[src/rtl/spacy_pkg.sv]
// Shared SpacyBird definitions: FSM state encodings and counter sizing helper.
package spacy_pkg;

    localparam logic [1:0] ST_IDLE = 2'd0;
    localparam logic [1:0] ST_HIGH = 2'd1;
    localparam logic [1:0] ST_GAP  = 2'd2;

    // Bits needed to hold maxVal; never less than one.
    function automatic int unsigned cntWidth(input int unsigned maxVal);
        int unsigned w;
        w = 1;
        for (int unsigned i = 1; i < 32; i++) begin
            if ((maxVal >> i) != 0) w = i + 1;
        end
        return w;
    endfunction

endpackage

[src/rtl/load_down_counter.sv]
// Loadable down counter that holds at zero; load has priority over decrement.
module load_down_counter #(
    parameter int unsigned N = 4
) (
    input  logic         iClk,
    input  logic         iRst,
    input  logic         iLoad,
    input  logic [N-1:0] iVal,
    input  logic         iEn,
    output logic [N-1:0] oCnt,
    output logic         oZero
);

    always_ff @(posedge iClk or negedge iRst) begin
        if (!iRst) begin
            oCnt <= '0;
        end else if (iLoad) begin
            oCnt <= iVal;
        end else if (iEn && (oCnt != '0)) begin
            oCnt <= oCnt - 1'b1;
        end
    end

    assign oZero = (oCnt == '0);

endmodule

[src/rtl/pulse_stretcher.sv]
// Stretches single-cycle events into WIDTH-cycle level pulses separated by at
// least GAP low cycles; overlapping events are queued or retrigger the pulse.
module pulse_stretcher
    import spacy_pkg::*;
#(
    parameter int unsigned WIDTH    = 4,
    parameter int unsigned GAP      = 2,
    parameter int unsigned RETRIG   = 0,
    parameter int unsigned PEND_MAX = 3,
    parameter int unsigned PEND_W   = 2
) (
    input  logic              iClk,
    input  logic              iRst,
    input  logic              iSig,
    output logic              oSig,
    output logic              oBusy,
    output logic              oDone,
    output logic              oDrop,
    output logic [PEND_W-1:0] oPending
);

    localparam int unsigned CW = cntWidth(WIDTH - 1);
    localparam int unsigned GW = cntWidth(GAP - 1);
    localparam logic [CW-1:0]     W_LOAD = CW'(WIDTH - 1);
    localparam logic [GW-1:0]     G_LOAD = GW'(GAP - 1);
    localparam logic [PEND_W-1:0] P_MAX  = PEND_W'(PEND_MAX);

    logic [1:0]        state, stateNext;
    logic [PEND_W-1:0] pendNext;
    logic              wLoad, wEn, wZero, gLoad, gEn, gZero;
    logic [CW-1:0]     wCnt;
    logic [GW-1:0]     gCnt;
    logic              inc, incOk, dec, doneNext, dropNext;
    logic              unusedCnt;

    load_down_counter #(.N(CW)) uWidthCnt (
        .iClk(iClk), .iRst(iRst), .iLoad(wLoad), .iVal(W_LOAD),
        .iEn(wEn), .oCnt(wCnt), .oZero(wZero)
    );

    load_down_counter #(.N(GW)) uGapCnt (
        .iClk(iClk), .iRst(iRst), .iLoad(gLoad), .iVal(G_LOAD),
        .iEn(gEn), .oCnt(gCnt), .oZero(gZero)
    );

    assign unusedCnt = ^{wCnt, gCnt};

    always_comb begin
        stateNext = state;
        wLoad     = 1'b0;
        wEn       = 1'b0;
        gLoad     = 1'b0;
        gEn       = 1'b0;
        doneNext  = 1'b0;
        dec       = 1'b0;
        inc       = iSig && (((state == ST_HIGH) && (RETRIG == 0)) || (state == ST_GAP));
        dropNext  = inc && (oPending == P_MAX);
        incOk     = inc && !dropNext;
        case (state)
            ST_IDLE: begin
                if (iSig) begin
                    stateNext = ST_HIGH;
                    wLoad     = 1'b1;
                end
            end
            ST_HIGH: begin
                if (iSig && (RETRIG != 0)) begin
                    wLoad = 1'b1;
                end else if (wZero) begin
                    stateNext = ST_GAP;
                    gLoad     = 1'b1;
                    doneNext  = 1'b1;
                end else begin
                    wEn = 1'b1;
                end
            end
            ST_GAP: begin
                // An event in the last gap cycle counts before the queue is tested.
                if (!gZero) begin
                    gEn = 1'b1;
                end else if ((oPending != '0) || incOk) begin
                    dec       = 1'b1;
                    stateNext = ST_HIGH;
                    wLoad     = 1'b1;
                end else begin
                    stateNext = ST_IDLE;
                end
            end
            default: stateNext = ST_IDLE;
        endcase
        pendNext = oPending + PEND_W'(incOk) - PEND_W'(dec);
    end

    always_ff @(posedge iClk or negedge iRst) begin
        if (!iRst) begin
            state    <= ST_IDLE;
            oPending <= '0;
            oSig     <= 1'b0;
            oBusy    <= 1'b0;
            oDone    <= 1'b0;
            oDrop    <= 1'b0;
        end else begin
            state    <= stateNext;
            oPending <= pendNext;
            oSig     <= (stateNext == ST_HIGH);
            oBusy    <= (stateNext != ST_IDLE);
            oDone    <= doneNext;
            oDrop    <= dropNext;
        end
    end

endmodule

[config.mk]
export PLATFORM = sky130hd
export DESIGN_NAME = pulse_stretcher
export DESIGN_NICKNAME = d
export VERILOG_FILES = /design/src/rtl/spacy_pkg.sv /design/src/rtl/load_down_counter.sv /design/src/rtl/pulse_stretcher.sv
export SDC_FILE = /design/constraint.sdc
export NUM_CORES = 1
export LEC_CHECK = 0
export CORE_MARGIN = 3
export CORE_UTILIZATION = 40
export DETAILED_ROUTE_END_ITERATION = 16
export PLACE_DENSITY = 0.66
export SLEW_MARGIN = 20
export SYNTH_ARGS = -nofsm -noshare
export SYNTH_HDL_FRONTEND = slang
export SYNTH_SLANG_ARGS = --single-unit
[constraint.sdc]
create_clock -name iClk -period 4.3 [get_ports iClk]
set_clock_uncertainty 0.15 [all_clocks]
set_input_delay 0.86 -clock iClk [delete_from_list [all_inputs] [get_ports iClk]]
set_output_delay 0.86 -clock iClk [all_outputs]
set_load 0.01 [all_outputs]
==> flow_summary_export.csv <==
group,metric,value,unit
run_status,outcome,"completed",
cells_and_area,nFillCells,123,
logic_synthesis,synth.net_count,61,
clocking,hold_buffers,0,
clocking,htree_num_levels,1,
floorplan,die_area,0.00192,mm^2
critical_path,worstSetupPathType,"primary input to flop",
clocking,clockBufferDepth,2,
critical_path,end_kind,"flop",
global_routing,grt_max_degree,12,
place,dpl.hpwl,727,um
routing,post_drt_wl_per_cell,12.0,um
logic_synthesis,synth_commonest_cells,"11 x dfrtp_1, 7 x ha_1, 7 x inv_1",
clocking,cts_sinks,11,
sta,rsz0062_at_grt,"no",
routing,drt_wl_total,934,um
min_path,hp-class,"flop to flop",
critical_path,worstPathRequired,4340,ps
clocking,cts-resized-gates,0,
floorplan,rows,13,
floorplan,die_width,43.8,um
pwr,p_seq_share,35.9,%
sta,setup_viol,0,
sta,slew_viol_final,0,
place,port_buffers,8,
floorplan,start_util,43.4,%
logic_synthesis,yosys_warnings,0,
pwr,p_comb_share,50.5,%
critical_path,slowest_stage,"clkdlybuf4s50_1",
clocking,clk_pin_slew_worst_paths,70,ps
critical_path,worstSetupStartpointType,"primary input",
logic_synthesis,synth-edff-count,0,
floorplan,die_y,43.8,um
logic_synthesis,synth_cell_type_count,22,
cells_and_area,fin_nets,74,
sta,slew_headroom,67.8,%
pwr,switching_power,183,uW
pwr,p_clk_share,13.5,%
routing,drc,0,
critical_path,worstPathCellList,"clkdlybuf4s50_1 -> nand2_2 -> a211o_1 -> inv_1 -> ha_1 -> inv_1 -> ha_1 -> xnor2_1 -> xnor2_1",
cells_and_area,layout-drive-gt1-share,11.1,%
logic_synthesis,synth-seq-cells,11,
logic_synthesis,netlist_area,572,um^2
cells_and_area,regArea,275,um^2
flow_run,drv_cap,0,
sta,fin_ws,1720,ps
sta,timing.fmax,0.388,GHz
clocking,clock_tree.root_cell,"clkbuf_4",
floorplan,core,0.00132,mm^2
cells_and_area,multi_input_area,270,um^2
logic_synthesis,synthCells,51,
clocking,cts_buffers,3,
clocking,cts_tree,"built",
place,gp_congestion,0.758,
pwr,p_int,323,uW
logic_synthesis,avgSynthCellArea,11.2,um^2
logic_synthesis,yosysSeqAreaShare,48.1,%
clocking,worstSkewPairLatency,260,ps
logic_synthesis,synthArstFlopShare,100,%
place,place_ws,1430,ps
clocking,post_cts_buffers,0,
sta,fin_tns_setup,0,ps
sta,worst_pin_slew,482,ps
logic_synthesis,synth_largest_area_cell,"dfrtp_1",
global_routing,grt_overflow,0,
logic_synthesis,synthDominantCellAreaShare,48.1,%
routing,ant_nets,0,
routing,drt-initial-drc-count,5,
pwr,swShare,36.1,%
global_routing,grt_pass1_wl,1.75,mm
routing,vias_per_cell,4.95,
routing,dr.pass1.iters,3,
logic_synthesis,synthTopCellsByArea,"dfrtp_1 48%, ha_1 15%, inv_1 4.6%, xnor2_1 4.6%, a211oi_2 2.2%",
pwr,power_density,725,mW/mm^2
sta,period_needed,2580,ps
critical_path,cp_slowest_stage_delay,560,ps
cells_and_area,n_antenna_cell,0,
pwr,peakVddDrop,0.342,mV
pwr,p_leak,0.000340,uW
global_routing,track_usage,13.2,%
routing,via_count,386,
global_routing,grt_pass1_vias,379,
sta,fin_crit_sh,60.0,%
global_routing,antenna_found_initial,0,
cells_and_area,area_delta_synth_final,21.9,%
logic_synthesis,synth.most_common_cell,"dfrtp_1",
floorplan,ios,9,
sta,hold_viol,0,
critical_path,crit_fanout,6,
logic_synthesis,synth_ff_type,"dfrtp_1",
critical_path,arrival,2620,ps
sequential cells by signal (all words and copies together), names as in the netlist:
name            cells
oPending            2
state               2
uWidthCnt.oCnt      2
oBusy               1
oDone               1
oDrop               1
oSig                1
uGapCnt.oCnt        1
layout make-up:
type	instances	area share, %
Sequential cell	11	39.5
Multi-Input combinational cell	33	38.8
Timing Repair Buffer	8	11.5
Clock buffer	4	3.77
Inverter	7	3.77
Tap cell	15	2.69
cells in the final DEF, fill, tap and decap left out:
| master | Yosys | routed |
|---|---|---|
| clkdlybuf4s50_1 | 0 | 8 |
| ha_1 | 7 | 7 |
| xnor2_1 | 3 | 3 |
| a21oi_1 | 1 | 1 |
| o32a_1 | 1 | 1 |
| nand2_2 | 1 | 1 |
| nand2b_1 | 1 | 1 |
| clkbuf_1 | 0 | 1 |
| a21o_2 | 1 | 1 |
| inv_1 | 7 | 7 |
| dfrtp_1 | 11 | 11 |
| a211o_1 | 1 | 1 |
| a21o_1 | 1 | 1 |
| nor2b_1 | 1 | 1 |
| a211oi_2 | 1 | 1 |
| and2b_1 | 1 | 1 |
| o2111ai_1 | 1 | 1 |
| o32ai_1 | 1 | 1 |
| o31ai_2 | 1 | 1 |
| clkbuf_4 | 0 | 3 |
| a31oi_1 | 1 | 1 |
| nand2_1 | 2 | 2 |
| nand3_1 | 2 | 2 |
| nor2_1 | 3 | 3 |
| and2_1 | 2 | 2 |
power groups by stage:
stage                     clock network [uW]  registers [uW]  logic [uW]
after detailed placement                   0             185         258
after CTS                               72.1             183         260
after global placement                     0             183         254
after global routing                    80.1             188         290
final                                   68.5             182         256
after floorplan                            0             190         167
cells by family (layout without fill, tap and decap cells):
logic type | after synthesis | in the layout | synth area share [%]
AND/OR/NAND/NOR | 13 | 13 | 11.8
flip-flops | 11 | 11 | 48.1
AO/OA/AOI/OAI | 10 | 10 | 15.5
adder cells (fa/ha/maj) | 7 | 7 | 15.3
buffers and inverters | 7 | 19 | 4.60
XOR/XNOR | 3 | 3 | 4.60
through the flow:
step / area (um^2) / util (%) / cells / hold slack [ps] / power (uW)
floorplan: 572 / - / 51 / 319 / 358
global placement: 671 / 50.9 / 74 / 342 / 437
detailed placement: 671 / 50.9 / 74 / 349 / 442
CTS: 697 / 52.9 / 78 / 364 / 514
global route: 697 / 52.9 / 78 / 398 / 558
finish: 697 / 52.9 / 78 / 360 / 506
path summary, 6_finish.rpt:
kind                                    from            to  slack [ps]  cells after the start
max in group asynchronous               iRst      state[1]        2900                      1
worst max register to register      state[1]   oPending[1]        2060                     10
min in group asynchronous               iRst         oBusy         770                      1
worst max-delay path                    iSig   oPending[1]        1720                      9
worst min register to register  uGapCnt.oCnt  uGapCnt.oCnt         360                      1
worst min-delay path            uGapCnt.oCnt  uGapCnt.oCnt         360                      1
critical path, delay by kind of cell:
family	cells	cell delay, ps
adder cells (fa/ha/maj)	2	360
buffers and inverters	3	700
AND/OR/NAND/NOR	1	70
AO/OA/AOI/OAI	1	360
XOR/XNOR	2	260
layer usage:
layer / share of wire, % / GRT usage, %
met1: 48 / 16.6
met3: 4.6 / 7.47
met5: 0 / 0
met4: 1.2 / 5.42
met2: 46 / 18.3
No activity file was read; power rests on OpenSTA's default activity.
